`config.mk`:
```
export PLATFORM = sky130hd
export DESIGN_NAME = fpm_exp
export DESIGN_NICKNAME = d
export VERILOG_FILES = /design/src/rtl/fpm_exp.sv
export SDC_FILE = /design/constraint.sdc
export NUM_CORES = 1
export LEC_CHECK = 0
export ABC_AREA = 1
export CAP_MARGIN = 0
export CORE_MARGIN = 3
export CORE_UTILIZATION = 45
export CTS_CLUSTER_DIAMETER = 100
export DETAILED_ROUTE_END_ITERATION = 7
export GPL_TIMING_DRIVEN = 0
export PLACE_DENSITY = 0.67
export REMOVE_ABC_BUFFERS = 1
export SYNTH_ARGS = -nofsm -noshare
export SYNTH_HDL_FRONTEND = slang
export SYNTH_SLANG_ARGS = --single-unit
```
`constraint.sdc`:
```
create_clock -name clk_sys -period 3.3 [get_ports clk_sys]
set_input_delay 0.66 -clock clk_sys [delete_from_list [all_inputs] [get_ports clk_sys]]
set_output_delay 0.66 -clock clk_sys [all_outputs]
set_load 0.02 [all_outputs]
```
`src/rtl/fpm_exp.sv`:
```
// fpm_exp: exponent sequencer for the floating-point microoperation path.
// Aligns operand exponents (AF/SF), steps mantissa normalisation and combines
// exponents for MF/DF, driving the shift strobes of the T/C/M mantissa registers.
// Optional feature: define FPM_EXP_BYTESHIFT_EN to let alignment use the
// eight-bit right shift strobe sh_8 while eight or more positions remain.
module fpm_exp #(
    parameter int EXP_W     = 8,
    parameter int MANT_BITS = 40,
    parameter int CNT_W     = 6
) (
    input  logic                    clk_sys,
    input  logic                    _0_f,
    input  logic                    start_al,
    input  logic                    start_nm,
    input  logic                    start_md,
    input  logic                    op_div,
    input  logic signed [EXP_W-1:0] ea,
    input  logic signed [EXP_W-1:0] eb,
    input  logic                    m_norm,
    input  logic                    m_zero,
    input  logic                    m_ovf,
    output logic                    sh_r,
    output logic                    sh_l,
    output logic                    sh_8,
    output logic                    wdt,
    output logic                    g,
    output logic                    wt,
    output logic                    wc,
    output logic signed [EXP_W-1:0] e,
    output logic                    busy,
    output logic                    done,
    output logic                    ovf,
    output logic                    unf,
    output logic                    fz
);

    // Two guard bits so sums/differences of two exponents never wrap.
    localparam int XW = EXP_W + 2;

    localparam logic signed [XW-1:0]    EXP_MAX_X = XW'((1 << (EXP_W - 1)) - 1);
    localparam logic signed [XW-1:0]    EXP_MIN_X = XW'(-(1 << (EXP_W - 1)));
    localparam logic signed [XW-1:0]    MANT_X    = XW'(MANT_BITS);
    localparam logic signed [EXP_W-1:0] EXP_MAX_E = {1'b0, {(EXP_W-1){1'b1}}};
    localparam logic signed [EXP_W-1:0] EXP_MIN_E = {1'b1, {(EXP_W-1){1'b0}}};
    localparam logic signed [EXP_W-1:0] ONE_E     = EXP_W'(1);
    localparam logic [CNT_W-1:0]        MANT_C    = CNT_W'(MANT_BITS);
    localparam logic [CNT_W-1:0]        ONE_C     = CNT_W'(1);
`ifdef FPM_EXP_BYTESHIFT_EN
    localparam logic [CNT_W-1:0]        BYTE_C    = CNT_W'(8);
`endif

    typedef enum logic [1:0] {S_IDLE, S_ALIGN, S_NORM, S_DONE} state_t;

    state_t           state;
    logic [CNT_W-1:0] cnt;
    logic [CNT_W-1:0] cnt_nxt;
    logic [CNT_W-1:0] cnt_inc;
    logic signed [XW-1:0] diff_x;
    logic signed [XW-1:0] mag_x;
    logic signed [XW-1:0] md_x;
    logic             at_max;
    logic             at_min;

    function automatic logic signed [XW-1:0] sext(input logic signed [EXP_W-1:0] x);
        return XW'(x);
    endfunction

    // {overflow, underflow} of a widened exponent against the EXP_W range.
    function automatic logic [1:0] range_chk(input logic signed [XW-1:0] x);
        return {x > EXP_MAX_X, x < EXP_MIN_X};
    endfunction

    // Operand arithmetic, range edges of the running exponent and counter steps.
    always_comb begin
        diff_x  = sext(ea) - sext(eb);
        mag_x   = diff_x[XW-1] ? -diff_x : diff_x;
        md_x    = op_div ? (sext(ea) - sext(eb)) : (sext(ea) + sext(eb));
        at_max  = (e == EXP_MAX_E);
        at_min  = (e == EXP_MIN_E);
        cnt_inc = cnt + ONE_C;
`ifdef FPM_EXP_BYTESHIFT_EN
        cnt_nxt = (cnt >= BYTE_C) ? (cnt - BYTE_C) : (cnt - ONE_C);
`else
        cnt_nxt = cnt - ONE_C;
`endif
    end

    // Shift strobes: decoded from state so they follow the mantissa flags in the
    // same cycle and vanish as soon as reset forces IDLE.
    always_comb begin
        sh_r = 1'b0;
        sh_l = 1'b0;
        sh_8 = 1'b0;
        case (state)
            S_ALIGN: begin
`ifdef FPM_EXP_BYTESHIFT_EN
                if (cnt >= BYTE_C) sh_8 = 1'b1;
                else               sh_r = (cnt != '0);
`else
                sh_r = (cnt != '0);
`endif
            end
            S_NORM: begin
                if (!m_zero) begin
                    if (m_ovf)        sh_r = !at_max;
                    else if (!m_norm) sh_l = !at_min;
                end
            end
            default: ;
        endcase
    end

    // Sequencer: start arbitration, alignment countdown, normalisation stepping.
    always_ff @(posedge clk_sys or posedge _0_f) begin
        if (_0_f) begin
            state <= S_IDLE;
            cnt   <= '0;
            e     <= '0;
            {wdt, g, wt, wc, ovf, unf, fz} <= '0;
            busy  <= 1'b0;
            done  <= 1'b0;
        end else begin
            done <= 1'b0;
            case (state)
                S_IDLE: begin
                    if (start_al || start_nm || start_md) begin
                        {wdt, g, wt, wc, ovf, unf, fz} <= '0;
                        cnt <= '0;
                    end
                    if (start_al) begin
                        e   <= diff_x[XW-1] ? eb : ea;
                        wdt <= diff_x[XW-1];
                        if (diff_x == '0) begin
                            state <= S_DONE;
                            done  <= 1'b1;
                        end else if (mag_x >= MANT_X) begin
                            g     <= 1'b1;
                            wt    <= !diff_x[XW-1];
                            wc    <= diff_x[XW-1];
                            state <= S_DONE;
                            done  <= 1'b1;
                        end else begin
                            cnt   <= mag_x[CNT_W-1:0];
                            state <= S_ALIGN;
                            busy  <= 1'b1;
                        end
                    end else if (start_nm) begin
                        e     <= ea;
                        state <= S_NORM;
                        busy  <= 1'b1;
                    end else if (start_md) begin
                        e          <= md_x[EXP_W-1:0];
                        {ovf, unf} <= range_chk(md_x);
                        state      <= S_DONE;
                        done       <= 1'b1;
                    end
                end
                S_ALIGN: begin
                    cnt <= cnt_nxt;
                    if (cnt_nxt == '0) begin
                        state <= S_DONE;
                        busy  <= 1'b0;
                        done  <= 1'b1;
                    end
                end
                S_NORM: begin
                    if (m_zero) begin
                        fz    <= 1'b1;
                        e     <= '0;
                        state <= S_DONE;
                    end else if (m_ovf) begin
                        if (at_max) begin
                            ovf   <= 1'b1;
                            state <= S_DONE;
                        end else begin
                            e <= e + ONE_E;
                        end
                    end else if (m_norm) begin
                        state <= S_DONE;
                    end else if (at_min) begin
                        unf   <= 1'b1;
                        state <= S_DONE;
                    end else begin
                        e   <= e - ONE_E;
                        cnt <= cnt_inc;
                        if (cnt_inc == MANT_C) begin
                            fz    <= 1'b1;
                            e     <= '0;
                            state <= S_DONE;
                        end
                    end
                    // Any exit from NORM lands in DONE with the pulse raised.
                    if (m_zero || (m_ovf && at_max) || (!m_ovf && m_norm) ||
                        (!m_ovf && !m_norm && (at_min || cnt_inc == MANT_C))) begin
                        busy <= 1'b0;
                        done <= 1'b1;
                    end
                end
                default: begin
                    state <= S_IDLE;
                end
            endcase
        end
    end

endmodule

```
After elaboration in Yosys (flattened, before gate mapping)
Index checks and enable logic that the tools add are counted.

storage, ports and cells
  register bits after elaboration = 25
  input port bits = 25
  word-level logic and storage cells = 174

cells by class
  $add $sub $neg = 7
  $lt $le $gt $ge = 3
  equality and inequality tests = 28
  muxes and demuxes = 94
  reduce and logical (&&, ||, !) cells = 30

operator list
  cell                 number
  $mux 8               10
  $mux 1               53
  $mux 6               8
  $mux 2               12
  $ne 3x3->1 const B   7
  $mux 10              2
  $ne 2x2->1 const B   10
  $ne 4x4->1 const B   5
  $pmux 6 s3           1
  $eq 8x8->1 const B   2
  $pmux 8 s2           1
  $reduce_and 5->1     3
  $reduce_and 6->1     2
  $ge 10x7->1 const B  1
  $gt 10x8->1 const B  1
  $logic_not 10->1     1
  $lt 10x8->1 const B  1
  $neg 10->10          1
  $add 8x8->9          1
  $sub 8x8->9          1
  $add 8x2->8 const B  1
  $pmux 1 s2           4
  $reduce_and 4->1     2
  $sub 8x2->8 const B  1
  other kinds (17)     31

Logic depth before layout (Yosys ltp)
Gate-level depths: netlist of the first run.

  word-level depth = 8
  depth in mapped cells = 22
  mapped depth without buffers = 21

Worst setup path after synthesis of the first run
Ideal clock, no wire load.

  path type = input port to flip-flop
  start = in ea[0]
  end = reg state[1]
  setup time = 116 ps
  arrival time = 2689 ps
  path slack = 494 ps
  cell stages on the path = 19
  path through = inv_1 > ha_1 > fa_1 > ha_1 > inv_1 > nor2_2 > nand3_1 > nor2_1 > nand2_1 > nand2_2 > nand2_1 > nand2_1 > nand2_2 > nor2_4 > nand2_2 > nor2_4 > o21ai_0 > nand2_1 > nand2_1

between the ends
  longest elaborated chain between the ends = 8

RTL lines
  element               RTL line  text
  from (decl)           17        input logic signed [EXP_W-1:0] ea,
  $sub 8x8->9 (*)       75        diff_x = sext(ea) - sext(eb);
  $neg 10->10           76        mag_x = diff_x[XW-1] ? -diff_x : diff_x;
  $mux 10               76
  $ge 10x7->1           136       end else if (mag_x >= MANT_X) begin
  $mux 2                136
  $mux 2 (*)            133       if (diff_x == '0) begin
  $mux 2 (*)            130       if (start_al) begin
  $pmux 2 s3 (*)        124       case (state)
  to (signal assigned)  134       state <= S_DONE;
  to (signal assigned)  140       state <= S_DONE;
  to (signal assigned)  144       state <= S_ALIGN;
  to (decl)             54        state_t state;

Mark *: on every way between the ends. The rest lies on a longest branch, timed or not.
A chain may end at the register's enable or synchronous reset.

Worst setup path in the final report of the first run
  start = in eb[4]
  end = reg cnt[4]

between the ends
  longest elaborated chain between the ends = 8

RTL lines
  element               RTL line  text
  from (decl)           18        input logic signed [EXP_W-1:0] eb,
  $sub 8x8->9 (*)       75
  $neg 10->10           76
  $mux 10               76
  $ge 10x7->1           136
  $mux 6                136
  $mux 6 (*)            133
  $mux 6 (*)            130
  $pmux 6 s3 (*)        124
  to (signal assigned)  143       cnt <= mag_x[CNT_W-1:0];
  to (signal assigned)  159       cnt <= cnt_nxt;
  to (signal assigned)  185       cnt <= cnt_inc;
  to (decl)             55        logic [CNT_W-1:0] cnt;

Marks and branches as above.

==> flow_metrics.env, run 1 <==
export IMPL_seq_area_sq_um=626
export IMPL_p_int_w=0.00137
export IMPL_cp_top_family="simple AND/OR/NAND/NOR gates"
export IMPL_p_switching_w=0.00156
export IMPL_layout_drive_gt1_share_pct=9.70
export IMPL_antenna_left=0
export IMPL_maxCapViolations=0
export IMPL_nFillCells=735
export IMPL_swShare_pct=53.3
export IMPL_antenna_found_initial=0
export IMPL_avgSynthCellArea_sq_um=6.18
export IMPL_crit_type="primary input to flip-flop"
export IMPL_synth_cell_type_count=43
export IMPL_grt_overflow=0
export IMPL_clk_latency_ns=0.27
export IMPL_power_frac_clock_pct=6.5
export IMPL_cts_htree_levels=1
export IMPL_synth_seq_area_share_pct=18.0
export IMPL_cts_root_buf="clkbuf_8"
export IMPL_routed_via_density=5.34
export IMPL_hold_viol_final=0
export IMPL_synth_cells=562
export IMPL_slew_headroom_pct=33.9
export IMPL_post_dp_cell_area_sq_mm=0.00392
export IMPL_synth_area_leaders="dfrtp_1 18%, nand2_1 15%, ha_1 10%, inv_1 8.9%, o21ai_0 6.3%"
export IMPL_multi_input_area_sq_mm=0.00253
export IMPL_hold_path_class="flip-flop to flip-flop"
export IMPL_post_route_min_period_ns=3.12
export IMPL_synth_ff_type="dfrtp_1"
export IMPL_synth_area_sq_mm=0.00347
export IMPL_first_pass_iters=5
export IMPL_p_leak_nw=2.03
export IMPL_die_w_um=93.9
export IMPL_timing_final_crit_share_pct=94.6
export IMPL_fin_setup_tns_ns=0
export IMPL_final_cell_mix="136 x nand2_1, 80 x inv_1, 50 x nor2_1"
export IMPL_ios=45
export IMPL_wirelength_mm=9.87
export IMPL_place_hpwl_mm=7.64
export IMPL_drt_wirelength_per_cell_um=14.2
export IMPL_grt_pass1_wl_mm=15.8
export IMPL_crit_buf_inv=2
export IMPL_holdWs_ns=0.489
export IMPL_skew_ns=0.00430
export IMPL_grt_max_degree=26
export IMPL_drt_iter0_markers=156
export IMPL_hold_buffers=0
export IMPL_cp_max_fo=8
export IMPL_antenna_cells=0
export IMPL_yosysWarnings=0
export IMPL_clk_pin_slew_ns=0.09
export IMPL_tritoncts="built"
export IMPL_worst_slew_pin_slew_ns=0.991
export IMPL_crit_required_ns=3.51
export IMPL_combPwrFrac_pct=72.1
export IMPL_endpoint_kind="flip-flop"
export IMPL_async_flop_share_pct=100
export IMPL_dieHeight_um=93.9
export IMPL_cp_start_kind="primary input"
export IMPL_rows=31
export IMPL_synth_top_area_share_pct=18.0
export IMPL_cpPeakStageDelay_ns=0.48
export IMPL_area_delta_synth_final_pct=18.6
export IMPL_slew_violations=0
export IMPL_nNetsFinal=654
export IMPL_gp_congestion=0.942
export IMPL_die_area_sq_mm=0.00881
export IMPL_path_cells="clkdlybuf4s50_1, inv_1, ha_1, nand2_1, nor2_1, nand2_1, nand3_1, nand2_1, nand2_2, nand2_1, nand2_2, nand2_1, nand2_1, nand2_2, nor2_4, nand2_4, nor2_4, nand2_2, nand2_1, nand2_1, o21ai_1"
export IMPL_utilization_pct=55.9
export IMPL_synth_edf_count=0
export IMPL_synth_seq_cells=25
export IMPL_num_vias=3723
export IMPL_numCtsBuffers=3
export IMPL_outcome="complete, no violations"
export IMPL_start_util_pct=47.1
export IMPL_drc=0
export IMPL_portBuffers=43
export IMPL_power_density_mw_per_mm2=711
export IMPL_seqPwrFrac_pct=21.4
export IMPL_peakVddDrop_mv=0.239
export IMPL_cts_sinks=25
export IMPL_setup_viol=0
export IMPL_layout_commonest_cell="nand2_1"
export IMPL_max_clock_path_buffers=2
export IMPL_crit_arrival_ns=3.33
export IMPL_grt_pass1_vias=3325
export IMPL_fin_area_sq_mm=0.00412
export IMPL_fp_coreArea_sq_mm=0.00737
export IMPL_slowest_stage="clkdlybuf4s50_1"
export IMPL_grt_usage_pct=22.2
export IMPL_finalPower_w=0.00293
export IMPL_max_freq_mhz=320
export IMPL_synth_largest_area_cell="dfrtp_1"
export IMPL_crit_path_frequent_cell="nand2_1"
tightest hold or removal path: cells and delay by family (launching register included):
family	cells	cell delay, ns
flip-flops	1	0.35
AO/OA/AOI/OAI	1	0.06
AND/OR/NAND/NOR	1	0.05
state kept, by name, indices dropped and copies added (netlist names):
register and flops:
cnt 6, unf 1, g 1, wt 1, wdt 1, ovf 1
e 8, wc 1, state 2, fz 1, busy 1, done 1
layer usage:
metal / GRT usage [%] / routed length [um] / vias up
met3: 2.16 / 579 / 12
met5: 0 / 0 / -
met4: 5.42 / 155 / 0
met1: 30.3 / 4490 / 1683
li1: - / - / 1911
met2: 37.4 / 4640 / 117
area by class of cell:
type                       instances  area share (%)
multi-input combinational        434            61.3
sequential                        25            15.2
timing repair buffer              47            11.3
inverter                          88            8.11
tap                               99            3.01
clock buffer                       4            1.09
cell usage after synthesis, types with 2 or more instances:
| cell type | instances |
|---|---|
| xnor2_1 | 2 |
| a32oi_1 | 3 |
| nand3_2 | 3 |
| a31oi_1 | 5 |
| xor2_1 | 14 |
| o21a_1 | 2 |
| fa_1 | 2 |
| ha_1 | 28 |
| inv_1 | 82 |
| or2_2 | 2 |
| nand2_2 | 8 |
| buf_4 | 3 |
| o21ai_1 | 6 |
| dfrtp_1 | 25 |
| o221ai_1 | 2 |
| nor2_4 | 2 |
| a221oi_1 | 2 |
| o21ai_0 | 44 |
| nand3_1 | 41 |
| a21oi_2 | 3 |
| a22oi_1 | 2 |
| o211ai_1 | 5 |
| a21oi_1 | 28 |
| inv_2 | 6 |
| clkbuf_1 | 4 |
| nand2_1 | 140 |
| a211oi_1 | 2 |
| buf_2 | 5 |
| nand4_1 | 11 |
| nor2_2 | 4 |
| buf_6 | 4 |
| nor2_1 | 51 |
| nor3_1 | 8 |
| nand2_4 | 3 |
| a22o_1 | 2 |
kinds of logic (layout without fill, tap and decap cells):
group	Yosys count	after routing	share of synthesized area [%]
buf+inv	104	139	12.6
fa+ha+maj	30	30	11.2
flops	25	25	18.0
other cells	1	1	0.108
xor+xnor	16	16	4.03
compound gates	111	111	18.9
simple gates	275	276	35.1
power groups by stage:
stage                     sequential [W]  clock, W  combinational (W)
after floorplan                 0.000719         0            0.00131
after global placement          0.000629         0            0.00199
after detailed placement        0.000632         0            0.00201
after CTS                       0.000627  0.000197            0.00205
after global routing            0.000654  0.000209            0.00237
final                           0.000628  0.000190            0.00211
path summary, 6_finish.rpt:
check	startpoint	end	slack, ns	depth (start not counted)
max in group asynchronous	_0_f	e[0]	1.78	2
max	eb[4]	cnt[4]	0.18	21
min	fz	fz	0.49	2
min reg2reg	fz	fz	0.49	2
max reg2reg	state[0]	e[5]	0.57	13
min in group asynchronous	_0_f	cnt[3]	0.91	2
metrics by stage:
| step | worst slack, ns | instances |
|---|---|---|
| after global routing | -0.0118 | 697 |
| final | 0.180 | 697 |
| after global placement | -0.581 | 688 |
| after CTS | 0.000952 | 693 |
| after floorplan | 0.491 | 546 |
| after detailed placement | -0.549 | 688 |
repair_timing:
action / in CTS / in global routing
gates resized for setup: 7 / 27
setup endpoints to repair: 9 / 18
setup buffers: 1 / 3
pin swaps: 0 / 7
cloned: 0 / 1
Power figures use the tool's default switching activity.
==> run 2: changes to the inputs <==
--- a/config.mk
+++ b/config.mk
@@ -7,6 +7,7 @@
 export LEC_CHECK = 0
 export ABC_AREA = 1
 export CAP_MARGIN = 0
+export CORE_ASPECT_RATIO = 0.5
 export CORE_MARGIN = 3
 export CORE_UTILIZATION = 45
 export CTS_CLUSTER_DIAMETER = 100
==> run 2 against run 1 <==
Net effect: clock-buffer cell count fell by 1; wire length rose by 5.0%; combinational power barely moved; final cell count fell by 1.1%; maximum frequency fell by 0.22%; first-iteration DRC count rose by 51%; die area rose by 0.73%.
==> flow_metrics.env, run 2 (synthesis results as in run 1) <==
export IMPL_outcome="complete, no violations"
export IMPL_grt_pass1_vias=3428
export IMPL_layout_commonest_cell="nand2_1"
export IMPL_place_hpwl_mm=7.99
export IMPL_grt_pass1_wl_mm=17.0
export IMPL_cts_root_buf="clkbuf_16"
export IMPL_antenna_cells=0
export IMPL_largest_register_ffs=8
export IMPL_gp_congestion=0.867
export IMPL_grt_setup_unrepaired="false"
export IMPL_drc=0
export IMPL_die_area_sq_mm=0.00888
export IMPL_crit_path_start="state[0]"
export IMPL_r2r_end="e[5]"
export IMPL_crit_type="flip-flop to output pin"
export IMPL_antenna_found_initial=0
export IMPL_die_w_um=130
export IMPL_largestRegisters="e: 8 flops, cnt: 6 flops, state: 2 flops"
export IMPL_setup_viol=0
export IMPL_maxCapViolations=0
export IMPL_post_dp_cell_area_sq_mm=0.00391
export IMPL_r2r_start="state[0]"
export IMPL_power_density_mw_per_mm2=735
export IMPL_top_usage_layer="met2"
export IMPL_worst_slew_pin_slew_ns=1.02
export IMPL_skew_ns=0.00209
export IMPL_clk_pin_slew_ns=0.07
export IMPL_cp_max_fo=14
export IMPL_fin_area_sq_mm=0.00416
export IMPL_fin_setup_tns_ns=0
export IMPL_cp_start_kind="flip-flop"
export IMPL_fp_coreArea_sq_mm=0.00707
export IMPL_hold_buffers=0
export IMPL_drt_wirelength_per_cell_um=15.0
export IMPL_cts_sinks=25
export IMPL_rows=21
export IMPL_timing_final_crit_share_pct=94.8
export IMPL_wirelength_mm=10.4
export IMPL_portBuffers=43
export IMPL_peakVddDrop_mv=0.308
export IMPL_met3_usage_pct=3.43
export IMPL_final_cell_mix="137 x nand2_1, 80 x inv_1, 49 x nor2_1"
export IMPL_p_leak_nw=2.03
export IMPL_first_pass_iters=5
export IMPL_crit_arrival_ns=2.47
export IMPL_post_route_min_period_ns=3.13
export IMPL_grt_overflow=0
export IMPL_nNetsFinal=653
export IMPL_worstHoldPathCells=2
export IMPL_grt_usage_pct=24.2
export IMPL_max_clock_path_buffers=2
export IMPL_ios=45
export IMPL_hold_viol_final=0
export IMPL_area_delta_synth_final_pct=19.7
export IMPL_numCtsBuffers=3
export IMPL_clk_latency_ns=0.26
export IMPL_crit_required_ns=2.64
export IMPL_reg2reg_setup_slack_ns=0.53
export IMPL_max_freq_mhz=320
export IMPL_hold_path_class="flip-flop to flip-flop"
export IMPL_reg2reg_depth=13
export IMPL_finalPower_w=0.00306
export IMPL_use_met1_pct=36.2
export IMPL_regMostFlops="e"
export IMPL_start_util_pct=49.2
export IMPL_endpoint_kind="output pin"
export IMPL_grt_util_met2_pct=37.6
export IMPL_num_vias=3752
export IMPL_cts_htree_levels=1
export IMPL_grt_max_degree=26
export IMPL_endpoint="sh_l"
export IMPL_slew_violations=0
export IMPL_drt_iter0_markers=236
export IMPL_antenna_left=0
export IMPL_slew_headroom_pct=32.2
export IMPL_dieHeight_um=68.1
export IMPL_layout_drive_gt1_share_pct=10.1
export IMPL_tritoncts="built"
export IMPL_routed_via_density=5.45
-- run 2: worst min path at each step --
stage / endpoint / start / slack (ns)
2_1_floorplan: state[1] / state[1] / 0.50
3_3_place_gp: fz / fz / 0.47
3_5_place_dp: fz / fz / 0.48
4_1_cts: fz / fz / 0.49
5_1_grt: busy / busy / 0.54
6_report: fz / fz / 0.48
-- run 2: critical path: stages, from the launching register on --
cell and delay [ns]:
dfrtp_1 0.42, inv_1 0.14, ha_4 0.23, clkinvlp_4 0.16, buf_4 0.23, nor2_1 0.14, inv_1 0.10, nor2_1 0.16
clkdlybuf4s50_1 0.63
-- run 2: layout make-up --
type	instances	area [sq um]
Timing Repair Buffer	46	455
Sequential cell	25	626
Tap cell	92	115
Clock inverter	1	5.00
Fill cell	714	2910
Multi-Input combinational cell	434	2550
Inverter	88	334
Clock buffer	3	75.1
-- run 2: report_power, final --
part           switching, W  total, W  internal (W)
registers          0.000168  0.000632      0.000464
clock network      0.000119  0.000283      0.000164
logic               0.00132   0.00214      0.000817
total               0.00161   0.00306       0.00145
-- run 2: what timing repair did --
item,CTS,global route
buffers inserted,2,1
gates resized for setup,12,27
pin swaps,2,7
endpoints found under the setup margin,13,16
cloned,0,1
-- run 2: per-layer routing --
layer,vias to the layer above,part of all wire (%),wire [um]
met4,0,0.53,55
met3,4,6.7,699
met5,-,0,0
li1,1905,-,-
met1,1713,50,5180
met2,130,43,4420
-- run 2: per-stage QoR --
| step | utilization [%] | worst slack [ns] | std cells | hold WS (ns) |
|---|---|---|---|---|
| 5_1_grt | 58.8 | 0.0385 | 689 | 0.537 |
| 4_1_cts | 57.1 | 0.00405 | 687 | 0.493 |
| 2_1_floorplan | - | 0.491 | 546 | 0.499 |
| 3_5_place_dp | 55.4 | -0.566 | 681 | 0.476 |
| 6_report | 58.8 | 0.173 | 689 | 0.483 |
| 3_3_place_gp | 55.4 | -0.519 | 681 | 0.465 |
==> run 3: changes to the inputs <==
--- a/config.mk
+++ b/config.mk
@@ -15,6 +15,7 @@
 export GPL_TIMING_DRIVEN = 0
 export PLACE_DENSITY = 0.67
 export REMOVE_ABC_BUFFERS = 1
+export SETUP_SLACK_MARGIN = 0.05
 export SYNTH_ARGS = -nofsm -noshare
 export SYNTH_HDL_FRONTEND = slang
 export SYNTH_SLANG_ARGS = --single-unit
==> run 3 against run 2 <==
Net effect: utilization rose by 0.28 points; wire length rose by 0.18%; global-route usage rose by 0.10 points; combinational power barely moved; maximum frequency fell by 0.59%; cell area rose by 0.48%; register-to-register slack got worse by 0.03 ns.
==> flow_metrics.env, run 3 (synthesis results as in run 1) <==
export IMPL_outcome="complete, no violations"
export IMPL_clk_pin_slew_ns=0.07
export IMPL_die_w_um=130
export IMPL_clk_latency_ns=0.26
export IMPL_peakVddDrop_mv=0.309
export IMPL_dieHeight_um=68.1
export IMPL_p_leak_nw=2.06
export IMPL_portBuffers=43
export IMPL_path_cells="clkdlybuf4s50_1, inv_1, nand2_1, nor2_4, inv_1, nor2_1, inv_1, a21oi_1, dlygate4sd2_1"
export IMPL_r2r_start="state[0]"
export IMPL_hold_path_class="flip-flop to flip-flop"
export IMPL_regMostFlops="e"
export IMPL_fp_coreArea_sq_mm=0.00707
export IMPL_tritoncts="built"
export IMPL_worstHoldStart="fz"
export IMPL_final_cell_mix="135 x nand2_1, 79 x inv_1, 50 x nor2_1"
export IMPL_grt_pass1_vias=3451
export IMPL_cp_top_family="buffers and inverters"
export IMPL_layout_drive_gt1_share_pct=10.4
export IMPL_wirelength_mm=10.4
export IMPL_first_pass_iters=4
export IMPL_drt_iter0_markers=238
export IMPL_start_util_pct=49.2
export IMPL_routed_via_density=5.40
export IMPL_layout_setup_ws_ns=0.154
export IMPL_hold_viol_final=0
export IMPL_drt_wirelength_per_cell_um=15.0
export IMPL_nNetsFinal=654
export IMPL_worst_slew_pin_slew_ns=1.01
export IMPL_timing_final_crit_share_pct=95.3
export IMPL_post_route_min_period_ns=3.15
export IMPL_antenna_left=0
export IMPL_crit_type="primary input to output pin"
export IMPL_cts_root_buf="clkbuf_16"
export IMPL_antenna_found_initial=0
export IMPL_cts_htree_levels=1
export IMPL_cp_max_fo=8
export IMPL_ios=45
export IMPL_instances_no_fill=690
export IMPL_skew_ns=0.00363
export IMPL_endpoint_kind="output pin"
export IMPL_cts_sinks=25
export IMPL_area_delta_synth_final_pct=20.2
export IMPL_die_area_sq_mm=0.00888
export IMPL_pre_cts_ws_ns=-0.566
export IMPL_slew_headroom_pct=32.5
export IMPL_cp_start_kind="primary input"
export IMPL_grt_setup_unrepaired="true"
export IMPL_grt_pass1_wl_mm=17.1
export IMPL_max_freq_mhz=318
export IMPL_max_clock_path_buffers=2
export IMPL_rows=21
export IMPL_power_density_mw_per_mm2=734
export IMPL_grt_overflow=0
export IMPL_place_inst=681
export IMPL_layout_commonest_cell="nand2_1"
export IMPL_grt_max_degree=26
export IMPL_num_vias=3727
export IMPL_slowest_stage="clkdlybuf4s50_1"
export IMPL_place_hpwl_mm=7.99
export IMPL_largestRegisters="e: 8 flops, cnt: 6 flops, state: 2 flops"
export IMPL_drc=0
export IMPL_gp_congestion=0.867
export IMPL_cpPeakStageDelay_ns=0.51
export IMPL_post_dp_cell_area_sq_mm=0.00391
export IMPL_largest_register_ffs=8
export IMPL_crit_buf_inv=5
export IMPL_reg2reg_setup_slack_ns=0.50
export IMPL_crit_path_start="m_zero"
export IMPL_numCtsBuffers=3
export IMPL_crit_path_frequent_cell="inv_1"
export IMPL_slew_violations=0
export IMPL_setup_viol=0
export IMPL_fin_setup_tns_ns=0
export IMPL_antenna_cells=0
export IMPL_crit_arrival_ns=2.49
export IMPL_crit_required_ns=2.64
export IMPL_maxCapViolations=0
export IMPL_nFillCells=715
export IMPL_fin_area_sq_mm=0.00418
export IMPL_holdWs_ns=0.483
export IMPL_grt_usage_pct=24.3
-- run 3: cell types whose count changed in the layout (fill, tap and decap cells not counted), sizes merged --
| cell | previous run | this run |
|---|---|---|
| buf | 3 | 4 |
| dlymetal6s2s | 4 | 5 |
| clkdlybuf4s50 | 36 | 35 |
-- run 3: worst paths after layout --
check,end,cells past startpoint
min reg2reg,fz,2
max,sh_r,9
max in group asynchronous,cnt[0],2
min in group asynchronous,e[0],2
min,fz,2
max reg2reg,e[5],13
-- run 3: per-layer routing --
layer	track usage [%]	vias up	routed length [um]
met3	3.74	4	795
li1	-	1911	-
met4	3.37	0	59
met2	37.9	113	4380
met1	36.1	1699	5140
met5	0	-	0
-- run 3: power by group --
group / internal, W / total, W / switching (W)
Clock: 0.000164 / 0.000282 / 0.000118
Combinational: 0.000826 / 0.00215 / 0.00133
Sequential: 0.000464 / 0.000633 / 0.000169
Total: 0.00145 / 0.00307 / 0.00161
-- run 3: layout make-up --
class / count / area [sq um] / area share, %
timing repair buffer: 47 / 465 / 11.1
clock inverter: 1 / 5.00 / 0.120
clock buffer: 3 / 75.1 / 1.80
multi-input combinational: 434 / 2560 / 61.2
sequential: 25 / 626 / 15.0
tap: 92 / 115 / 2.76
inverter: 88 / 334 / 8.00
-- run 3: worst register-to-register path: cells and delay by family, from the launching register on --
kind | cells | cell delay (ns)
AO/OA/AOI/OAI | 4 | 0.49
AND/OR/NAND/NOR | 3 | 0.76
buffers and inverters | 5 | 0.84
flip-flops | 1 | 0.42
adder cells (fa/ha/maj) | 1 | 0.23
-- run 3: repair_timing --
action / 4_1_cts / 5_1_grt
setup endpoints to repair: 18 / 17
buffers inserted: 3 / 1
hold buffers: 0 / 0
resized for setup: 21 / 21
gates cloned: 0 / 1
pin swaps: 5 / 7
-- run 3: per-stage QoR --
stage          util [%]  power [W]
3_3_place_gp       55.4    0.00265
4_1_cts            57.7    0.00300
2_1_floorplan         -    0.00203
5_1_grt            59.1    0.00338
6_report           59.1    0.00307
3_5_place_dp       55.4    0.00266
